### src/rtl/spi_seq_pkg.sv
// Shared types and constants for the SPI command sequencer.
// Latency: none (definitions only).
// Backpressure: not applicable.
package spi_seq_pkg;

  // Operation types carried in the command word.
  localparam logic [1:0] OP_W   = 2'd0;
  localparam logic [1:0] OP_WR  = 2'd1;
  localparam logic [1:0] OP_R   = 2'd2;
  localparam logic [1:0] OP_ILL = 2'd3;

  typedef enum logic [1:0] {
    ST_IDLE   = 2'd0,
    ST_LAUNCH = 2'd1,
    ST_WAIT   = 2'd2,
    ST_RESP   = 2'd3
  } seq_state_e;

  // Command word layout: {opt[35:34], nwr[33:29], nrd[28:24], data[23:0]}.
  localparam int CMD_W    = 36;
  localparam int OPT_LSB  = 34;
  localparam int NWR_LSB  = 29;
  localparam int NRD_LSB  = 24;
  localparam int DATA_LSB = 0;

  typedef struct packed {
    logic [1:0]  opt;
    logic [4:0]  nwr;
    logic [4:0]  nrd;
    logic [23:0] data;
  } cmd_t;

  // Read word returned when the interface never acknowledges a launch.
  localparam logic [23:0] TIMEOUT_FILL = 24'hDEAD00;

  // Assemble a command word from its fields.
  function automatic logic [CMD_W-1:0] pack_cmd(input logic [1:0] opt, input logic [4:0] nwr,
                                                input logic [4:0] nrd, input logic [23:0] data);
    logic [CMD_W-1:0] w;
    w = '0;
    w[OPT_LSB +: 2]   = opt;
    w[NWR_LSB +: 5]   = nwr;
    w[NRD_LSB +: 5]   = nrd;
    w[DATA_LSB +: 24] = data;
    return w;
  endfunction

endpackage

### src/rtl/spi_cmd_fifo.sv
// Synchronous first-word-fall-through FIFO for queued SPI commands.
// Latency: a pushed word is visible at the head one cycle after the push edge.
// Backpressure: pushes while full are dropped; pops while empty are ignored.
module spi_cmd_fifo #(
  parameter int WIDTH = 36,
  parameter int DEPTH = 8
) (
  input  logic                     SCLK,
  input  logic                     RST_N,
  input  logic                     push_i,
  input  logic [WIDTH-1:0]         push_dat_i,
  input  logic                     pop_i,
  output logic [WIDTH-1:0]         head_dat_o,
  output logic                     full_o,
  output logic                     empty_o,
  output logic [$clog2(DEPTH):0]   level_o
);
  localparam int AW = $clog2(DEPTH);

  logic [WIDTH-1:0] mem_q [DEPTH];
  logic [AW:0]      wr_ptr_q;
  logic [AW:0]      rd_ptr_q;
  logic             push_ok;
  logic             pop_ok;

  // Pointers carry one extra wrap bit so full and empty are distinguishable.
  assign level_o    = wr_ptr_q - rd_ptr_q;
  assign full_o     = (level_o == (AW+1)'(DEPTH));
  assign empty_o    = (level_o == '0);
  assign push_ok    = push_i && !full_o;
  assign pop_ok     = pop_i && !empty_o;
  assign head_dat_o = mem_q[rd_ptr_q[AW-1:0]];

  // Advance read/write pointers on accepted push and pop.
  always_ff @(posedge SCLK or negedge RST_N) begin
    if (!RST_N) begin
      wr_ptr_q <= '0;
      rd_ptr_q <= '0;
    end else begin
      if (push_ok) wr_ptr_q <= wr_ptr_q + 1'b1;
      if (pop_ok)  rd_ptr_q <= rd_ptr_q + 1'b1;
    end
  end

  // Storage write; contents need no reset since the pointers define validity.
  always_ff @(posedge SCLK) begin
    if (push_ok) mem_q[wr_ptr_q[AW-1:0]] <= push_dat_i;
  end

endmodule

### src/rtl/spi_cmd_seq.sv
// Command sequencer: queues SPI transactions and launches them one at a time.
// Latency: launch two cycles after push into an empty queue; optional macro SPI_SEQ_TIMEOUT_EN.
// Backpressure: CMD_READY low when queue full; pending response blocks the next launch.
module spi_cmd_seq
  import spi_seq_pkg::*;
#(
  parameter int CMD_DEPTH   = 8,
  parameter int TIMEOUT_CYC = 4096
) (
  input  logic                        SCLK,
  input  logic                        RST_N,
  input  logic                        CMD_VALID,
  output logic                        CMD_READY,
  input  logic [1:0]                  CMD_OPT,
  input  logic [4:0]                  CMD_NWR,
  input  logic [4:0]                  CMD_NRD,
  input  logic [23:0]                 CMD_DATA,
  output logic                        RSP_VALID,
  input  logic                        RSP_READY,
  output logic [23:0]                 RSP_DATA,
  output logic                        SPI_START,
  output logic [1:0]                  SPI_OPT,
  output logic [4:0]                  SPI_NWR,
  output logic [4:0]                  SPI_NRD,
  output logic [23:0]                 SPI_DATA,
  input  logic                        SPI_BUSY,
  input  logic [23:0]                 SPI_RDATA,
  output logic                        SEQ_IDLE,
  output logic [$clog2(CMD_DEPTH):0]  CMD_LEVEL,
  output logic                        ERR_TIMEOUT
);

  // Reject unsupported parameter values at elaboration.
  if (CMD_DEPTH < 2 || CMD_DEPTH > 32 || (CMD_DEPTH & (CMD_DEPTH - 1)) != 0) begin : g_bad_depth
    $error("CMD_DEPTH must be a power of two in 2..32");
  end
  if (TIMEOUT_CYC < 1) begin : g_bad_timeout
    $error("TIMEOUT_CYC must be at least 1");
  end

  seq_state_e        state_q;
  logic              spi_start_q;
  logic [1:0]        spi_opt_q;
  logic [4:0]        spi_nwr_q;
  logic [4:0]        spi_nrd_q;
  logic [23:0]       spi_data_q;
  logic              rsp_valid_q;
  logic [23:0]       rsp_data_q;

  logic [CMD_W-1:0]  head_raw;
  cmd_t              head;
  logic              fifo_full;
  logic              fifo_empty;
  logic              head_illegal;
  logic              launch;
  logic              fifo_pop;

  spi_cmd_fifo #(.WIDTH(CMD_W), .DEPTH(CMD_DEPTH)) u_fifo (
    .SCLK       (SCLK),
    .RST_N      (RST_N),
    .push_i     (CMD_VALID),
    .push_dat_i (pack_cmd(CMD_OPT, CMD_NWR, CMD_NRD, CMD_DATA)),
    .pop_i      (fifo_pop),
    .head_dat_o (head_raw),
    .full_o     (fifo_full),
    .empty_o    (fifo_empty),
    .level_o    (CMD_LEVEL)
  );

  assign head = cmd_t'(head_raw);

  // Illegal entries are dropped in IDLE regardless of BUSY; real ones wait for the interface.
  always_comb begin
    head_illegal = 1'b0;
    launch       = 1'b0;
    fifo_pop     = 1'b0;
    if (state_q == ST_IDLE && !fifo_empty) begin
      head_illegal = (head.opt == OP_ILL);
      launch       = !head_illegal && !SPI_BUSY;
      fifo_pop     = head_illegal || launch;
    end
  end

`ifdef SPI_SEQ_TIMEOUT_EN
  localparam int TW = $clog2(TIMEOUT_CYC + 1);
  logic [TW-1:0] to_cnt_q;
  logic          err_timeout_q;
  assign ERR_TIMEOUT = err_timeout_q;
`else
  assign ERR_TIMEOUT = 1'b0;
`endif

  // Sequencer FSM with registered interface and response outputs.
  always_ff @(posedge SCLK or negedge RST_N) begin
    if (!RST_N) begin
      state_q     <= ST_IDLE;
      spi_start_q <= 1'b0;
      spi_opt_q   <= '0;
      spi_nwr_q   <= '0;
      spi_nrd_q   <= '0;
      spi_data_q  <= '0;
      rsp_valid_q <= 1'b0;
      rsp_data_q  <= '0;
`ifdef SPI_SEQ_TIMEOUT_EN
      to_cnt_q      <= '0;
      err_timeout_q <= 1'b0;
`endif
    end else begin
      case (state_q)
        ST_IDLE: begin
          if (launch) begin
            spi_opt_q   <= head.opt;
            spi_nwr_q   <= head.nwr;
            spi_nrd_q   <= head.nrd;
            spi_data_q  <= head.data;
            spi_start_q <= 1'b1;
            state_q     <= ST_LAUNCH;
`ifdef SPI_SEQ_TIMEOUT_EN
            to_cnt_q    <= '0;
`endif
          end
        end
        ST_LAUNCH: begin
          // START is held until BUSY is seen so a slow interface enable cannot miss it.
          if (SPI_BUSY) begin
            spi_start_q <= 1'b0;
            state_q     <= ST_WAIT;
          end
`ifdef SPI_SEQ_TIMEOUT_EN
          else if (to_cnt_q == TW'(TIMEOUT_CYC - 1)) begin
            spi_start_q   <= 1'b0;
            err_timeout_q <= 1'b1;
            if (spi_opt_q == OP_W) begin
              state_q <= ST_IDLE;
            end else begin
              rsp_data_q  <= TIMEOUT_FILL;
              rsp_valid_q <= 1'b1;
              state_q     <= ST_RESP;
            end
          end else begin
            to_cnt_q <= to_cnt_q + 1'b1;
          end
`endif
        end
        ST_WAIT: begin
          if (!SPI_BUSY) begin
            if (spi_opt_q == OP_W) begin
              state_q <= ST_IDLE;
            end else begin
              rsp_data_q  <= SPI_RDATA;
              rsp_valid_q <= 1'b1;
              state_q     <= ST_RESP;
            end
          end
        end
        ST_RESP: begin
          if (RSP_READY) begin
            rsp_valid_q <= 1'b0;
            state_q     <= ST_IDLE;
          end
        end
        default: state_q <= ST_IDLE;
      endcase
    end
  end

  assign CMD_READY = !fifo_full;
  assign SEQ_IDLE  = (state_q == ST_IDLE) && fifo_empty;
  assign SPI_START = spi_start_q;
  assign SPI_OPT   = spi_opt_q;
  assign SPI_NWR   = spi_nwr_q;
  assign SPI_NRD   = spi_nrd_q;
  assign SPI_DATA  = spi_data_q;
  assign RSP_VALID = rsp_valid_q;
  assign RSP_DATA  = rsp_data_q;

endmodule
### config.mk
export PLATFORM = sky130hd
export DESIGN_NAME = spi_cmd_seq
export DESIGN_NICKNAME = d
export VERILOG_FILES = /design/src/rtl/spi_seq_pkg.sv /design/src/rtl/spi_cmd_fifo.sv /design/src/rtl/spi_cmd_seq.sv
export SDC_FILE = /design/constraint.sdc
export NUM_CORES = 1
export LEC_CHECK = 0
export ABC_AREA = 1
export BUFFER_PORTS_ARGS = -buffer_cell sky130_fd_sc_hd__buf_2
export CAP_MARGIN = 20
export CORE_ASPECT_RATIO = 0.8
export CORE_MARGIN = 4
export CORE_UTILIZATION = 53
export DETAILED_ROUTE_END_ITERATION = 6
export PLACE_DENSITY = 0.78
export SYNTH_ARGS = -nofsm -noshare
export SYNTH_HDL_FRONTEND = slang
export SYNTH_SLANG_ARGS = --single-unit
### constraint.sdc
create_clock -name SCLK -period 5 [get_ports SCLK]
set_clock_uncertainty 0.1 [all_clocks]
set_input_delay 0.5 -clock SCLK [delete_from_list [all_inputs] [get_ports SCLK]]
set_output_delay 0.5 -clock SCLK [all_outputs]
set_load 0.1 [all_outputs]
==> impl_metrics.csv, run 1 <==
group,metric,value,unit
worst_setup_path,r2r_slack,1.23,ns
sta,setup_tns,0,ns
synth,ys_seq_elements,360,
worst_setup_path,critPathLaunchType,"flop",
worst_setup_path,r2r-end,"u_fifo.mem_q[2][25]",
global_route,antenna_found_initial,2,
floorplan,placeableCoreArea,26300,um^2
status,outcome,"complete, no violations",
worst_setup_path,r2r-start,"u_fifo.rd_ptr_q[0]",
synth,syn_area,14200,um^2
synth,yosysSeqAreaShare,73.7,%
route,firstDrtPassIters,5,
floorplan,rows,53,
synth,yosysUniqueCellTypes,33,
sta,worst_pin_slew,1.03,ns
sta,fin_crit,3.77,ns
synth,syn_inst,1195,
synth,avgSynthCellArea,11.9,um^2
clock_network,htree_levels,2,
finish,finalNetCount,1394,
placement,place_hpwl,18400,um
worst_setup_path,reg2regPathDepth,11,
floorplan,initial_core_util,53.8,%
sta,relSlewSlack,30.8,%
sta,final-hold-violation-count,0,
finish,layout-drive-gt1-share,17.0,%
clock_network,numCtsBuffers,35,
finish,nFillCells,1966,
synth,syn_nets,1266,
placement,numPortBuffers,132,
run,max_cap_violations,0,
clock_network,clk_path_buf_depth,3,
synth,ys_warn_count,0,
sta,drv_slew,0,
route,vias,9288,
worst_setup_path,arrival,3.89,ns
global_route,grt_pass1_wl,49600,um
floorplan,io_pins,134,
finish,layout.cells.most_common,"edfxtp_1",
floorplan,fp.dieW,191,um
route,drc,0,
clock_network,clkSlewWorstSetupHoldPaths,0.06,ns
sta,rsz0062_at_grt,"false",
worst_setup_path,end_kind,"flop",
worst_setup_path,critPathCapture,"u_fifo.mem_q[2][25]",
placement,gp_congestion,0.814,
global_route,overflow,0,
clock_network,numClockSinks,360,
route,drtAntennaViolNets,0,
clock_network,root_buffer,"clkbuf_16",
worst_setup_path,critPathMaxFanout,29,
floorplan,die_area,29400,um^2
route,drt_iter0_drc,1043,
clock_network,clk-insertion-delay-late,0.53,ns
worst_setup_path,startpoint,"u_fifo.rd_ptr_q[0]",
route,wl,31600,um
sta,max_freq,0.266,GHz
worst_setup_path,critPathKind,"reg -> reg",
global_route,grt_usage,21.4,%
sta,fin_crit_sh,75.3,%
route,wl_per_cell,18.5,um
clock_network,post-cts-setup-buffers,0,
finish,area_growth,15.9,%
global_route,grt_max_degree,122,
min_path,hold_path_class,"in -> reg",
finish,final_cell_mix,"edfxtp_1, nand2_1, nor2_1, buf_2, nand3_1",
clock_network,cts_tree,"built",
route,avgViaCountPerCell,5.44,
worst_setup_path,crit_required,5.12,ns
sta,finalSetupViolCount,0,
global_route,grt_pass1_vias,9172,
finish,utilization,62.4,%
floorplan,die_h,154,um
-- Yosys cell counts --
master / n / area share [%]
buf_4: 2 / 0.11
xor2_1: 5 / 0.31
nor2_8: 1 / 0.14
buf_6: 3 / 0.24
nand3_2: 3 / 0.21
dfrtp_1: 72 / 13
o21ai_1: 2 / 0.071
nor3_1: 2 / 0.071
a211oi_2: 1 / 0.088
buf_1: 5 / 0.13
o211ai_1: 1 / 0.053
o21bai_1: 1 / 0.053
edfxtp_1: 288 / 61
ha_1: 5 / 0.44
o21ai_0: 99 / 3.5
o21ai_2: 1 / 0.062
buf_2: 27 / 0.95
a21oi_1: 2 / 0.071
nor2_1: 152 / 4.0
nand3_1: 114 / 4.0
xnor2_1: 1 / 0.062
nand4_1: 34 / 1.5
nand2_2: 2 / 0.088
fa_1: 1 / 0.14
or2_0: 1 / 0.044
inv_1: 60 / 1.6
nand3b_1: 1 / 0.053
conb_1: 1 / 0.026
inv_2: 3 / 0.079
nand2_1: 278 / 7.4
nor2_4: 1 / 0.079
o31ai_1: 1 / 0.053
clkbuf_1: 25 / 0.66
-- worst max-delay path: stages, from the launching register on --
cell     delay, ns
dfrtp_4       0.65
ha_1          0.23
inv_1         0.06
fa_1          0.40
xor2_2        0.19
nor2_1        0.08
nand2_1       0.08
nand2_1       0.14
inv_1         0.16
nand2_1       0.25
nor2_4        0.77
buf_4         0.33
-- cell families after synthesis --
group	share of synthesized area [%]
DFF	73.7
AOI/OAI and AO/OA	3.95
adders and majority gates	0.583
other	0.0265
xor gates and xnor gates	0.371
buffers and inverters	3.76
and+or+nand+nor	17.6
-- what timing repair did --
item                       in CTS  in global routing
hold endpoints to repair        0                 32
hold buffers                    0                  1
setup endpoints to repair       0                  0
gates resized for setup         0                  0
-- layout make-up --
cell class	count	area [um^2]	share of cell area, %
antenna	1	2.50	0.0152
clock buffer	43	937	5.70
inverter	63	239	1.45
clock inverter	21	229	1.39
multi-input combinational	710	3270	19.9
timing repair buffer	153	856	5.21
sequential	360	10500	63.6
tap	357	447	2.72
-- routing by layer --
metal / routed length [um] / vias up / global-route usage (%)
li1: - / 4358 / -
met1: 14000 / 4406 / 31.9
met2: 13800 / 459 / 32.0
met3: 3130 / 63 / 4.99
met4: 612 / 2 / 6.26
met5: 13 / - / 0
-- state kept, by name, indices dropped and copies added, names as in the netlist, 2 cells and up --
signal,flops
SPI_DATA,24
u_fifo.mem_q,288
SPI_OPT,2
RSP_DATA,24
state_q,2
SPI_NWR,5
u_fifo.rd_ptr_q,4
SPI_NRD,5
u_fifo.wr_ptr_q,4
-- stage by stage --
step | instance area, um^2 | cells | hold WS, ns | setup WS, ns
after CTS | 16400 | 1704 | 0.0809 | 1.17
final | 16400 | 1708 | 0.132 | 1.23
after global routing | 16400 | 1708 | 0.119 | 0.976
after global placement | 15200 | 1640 | 0.361 | 1.29
after floorplan | 14200 | 1195 | 0.104 | -0.177
after detailed placement | 15200 | 1640 | 0.362 | 1.21
-- worst min path at each step --
stage                             from                  to  cells after the start
after global placement      SPI_NRD[0]          SPI_NRD[0]                      2
after floorplan                  RST_N         RSP_DATA[0]                      0
after CTS                        RST_N  u_fifo.rd_ptr_q[0]                      1
after detailed placement  SPI_DATA[22]        SPI_DATA[22]                      2
final                     SPI_RDATA[4]         RSP_DATA[4]                      3
after global routing      SPI_RDATA[4]         RSP_DATA[4]                      3
Power of run 1 is left out: the tool's default activity adds up to more than one toggle a clock period on the data nets, which glitch-free logic cannot reach.
==> run 2: changes to the inputs <==
- CORE_UTILIZATION: 53 -> 59
- PLACE_DENSITY: 0.78 -> 0.82
- clock period: 5 -> 3.8 ns (I/O delays scaled with it)
==> run 2 against run 1 <==
Critical path depth rose by 1. Die area fell by 9.7%. Flip-flop and latch count did not move. Routed wire length fell by 1.0%. Fmax rose by 11%. Register-to-register slack got worse by 0.83 ns. Sequential share of layout area fell by 0.13 points. First-iteration DRC count fell by 4.7%. Via count rose by 1.7%. Hold slack got worse by 0.10 ns. Cell area rose by 0.19%. Cell count fell by 2.6%. Critical path type unchanged. Highest routed layer is now met4.
==> impl_metrics.csv, run 2 (synthesis gave the netlist of run 1 again) <==
group,metric,value,unit
status,outcome,"complete, no violations",
worst_setup_path,max_stage_delay,0.60,ns
floorplan,placeableCoreArea,23500,um^2
worst_setup_path,critPathKind,"reg -> reg",
finish,largest_register_ffs,288,
global_route,grt_pass1_wl,49800,um
sta,setup_ws,0.408,ns
sta,drv_slew,0,
finish,nFillCells,1555,
route,avgViaCountPerCell,5.67,
global_route,overflow,0,
clock_network,cts_tree,"built",
worst_setup_path,crit_required,4.04,ns
min_path,hold_path_class,"in -> reg",
route,firstDrtPassIters,5,
clock_network,numClockSinks,360,
finish,antenna_cells,0,
worst_setup_path,cpMaxStageDelayCell,"fa_2",
finish,layout.cells.most_common,"edfxtp_1",
global_route,grt_max_degree,97,
route,vias,9443,
route,drc,0,
finish,layout-drive-gt1-share,17.5,%
placement,dp.cells,1599,
clock_network,post-cts-setup-buffers,0,
sta,finalSetupViolCount,0,
finish,final_cells,1664,
clock_network,clk_path_buf_depth,3,
clock_network,numCtsBuffers,35,
floorplan,rows,50,
finish,ff_latch_area,10500,um^2
clock_network,clkSlewWorstSetupHoldPaths,0.06,ns
worst_setup_path,critPathMaxFanout,39,
worst_setup_path,end_kind,"flop",
sta,fin_crit_sh,89.3,%
finish,area_growth,16.2,%
sta,setup_tns,0,ns
placement,place_hpwl,18100,um
route,drt_iter0_drc,994,
clock_network,clk-insertion-delay-late,0.51,ns
placement,numPortBuffers,132,
worst_setup_path,arrival,3.64,ns
sta,relSlewSlack,32.6,%
clock_network,htree_levels,2,
route,drtAntennaViolNets,0,
placement,gp_congestion,0.826,
floorplan,fp.dieW,181,um
finish,finalNetCount,1397,
global_route,grt_pass1_vias,9262,
sta,worst_pin_slew,1.01,ns
route,wl,31300,um
sta,rsz0062_at_grt,"false",
finish,multi_input_area,3320,um^2
global_route,antenna_found_initial,0,
route,wl_per_cell,18.8,um
clock_network,cts-resized-gates,0,
floorplan,die_area,26600,um^2
clock_network,root_buffer,"clkbuf_16",
sta,fin_crit,3.39,ns
global_route,grt_usage,23.4,%
worst_setup_path,path_cells,"inv_1, ha_1, inv_1, fa_2, or2_1, nor2_4, nand3_2, nand3_2, nor2_8, inv_2, nand2_1, o21ai_0",
floorplan,die_h,147,um
sta,max_freq,0.295,GHz
finish,final_cell_mix,"edfxtp_1, nand2_1, nor2_1, buf_2, nand3_1",
floorplan,io_pins,134,
sta,final-hold-violation-count,0,
worst_setup_path,r2r_slack,0.41,ns
floorplan,initial_core_util,60.3,%
run,max_cap_violations,0,
placement,dp_slack,0.381,ns
worst_setup_path,critPathLaunchType,"flop",
sta,whs,0.0325,ns
## run 2: layout make-up
| class | instances | area share, % |
|---|---|---|
| Timing Repair Buffer | 156 | 5.74 |
| Clock buffer | 52 | 6.27 |
| Sequential cell | 360 | 63.5 |
| Multi-Input combinational cell | 710 | 20.2 |
| Clock inverter | 11 | 0.532 |
| Inverter | 63 | 1.45 |
| Tap cell | 312 | 2.37 |
## run 2: per-stage QoR
| stage | utilization (%) | instance area (um^2) |
|---|---|---|
| after global routing | 70.0 | 16500 |
| after CTS | 69.9 | 16400 |
| after floorplan | - | 14300 |
| after global placement | 65.1 | 15300 |
| final | 70.0 | 16500 |
| after detailed placement | 65.1 | 15300 |
## run 2: path summary, 6_finish.rpt
path                          endpoint  cells past startpoint               start
setup reg to reg            SPI_OPT[1]                     12  u_fifo.wr_ptr_q[0]
min in group asynchronous   state_q[1]                      2               RST_N
max in group asynchronous  SPI_DATA[1]                      3               RST_N
hold / removal             RSP_DATA[4]                      3        SPI_RDATA[4]
setup / recovery            SPI_OPT[1]                     12  u_fifo.wr_ptr_q[0]
hold reg to reg            SPI_DATA[6]                      2         SPI_DATA[6]
## run 2: layer usage
layer	vias to the layer above	track usage (%)	part of all wire (%)
li1	4370	-	-
met1	4548	35.1	44
met2	473	35.9	46
met3	52	4.03	8.1
met4	0	6.90	1.9
met5	-	0	0
## run 2: worst max-delay path, delay by kind of cell, from the launching register on
| family | cells | cell delay, ns |
|---|---|---|
| buffers and inverters | 3 | 0.71 |
| adder cells (fa/ha/maj) | 2 | 0.77 |
| flip-flops | 1 | 0.41 |
| AO/OA/AOI/OAI | 1 | 0.10 |
| AND/OR/NAND/NOR | 6 | 1.12 |
## run 2: repair_timing
action	4_1_cts	5_1_grt
hold buffers	1	0
endpoints found under the setup margin	0	0
endpoints found under the hold margin	56	0
Power of run 2 is left out for the same reason.
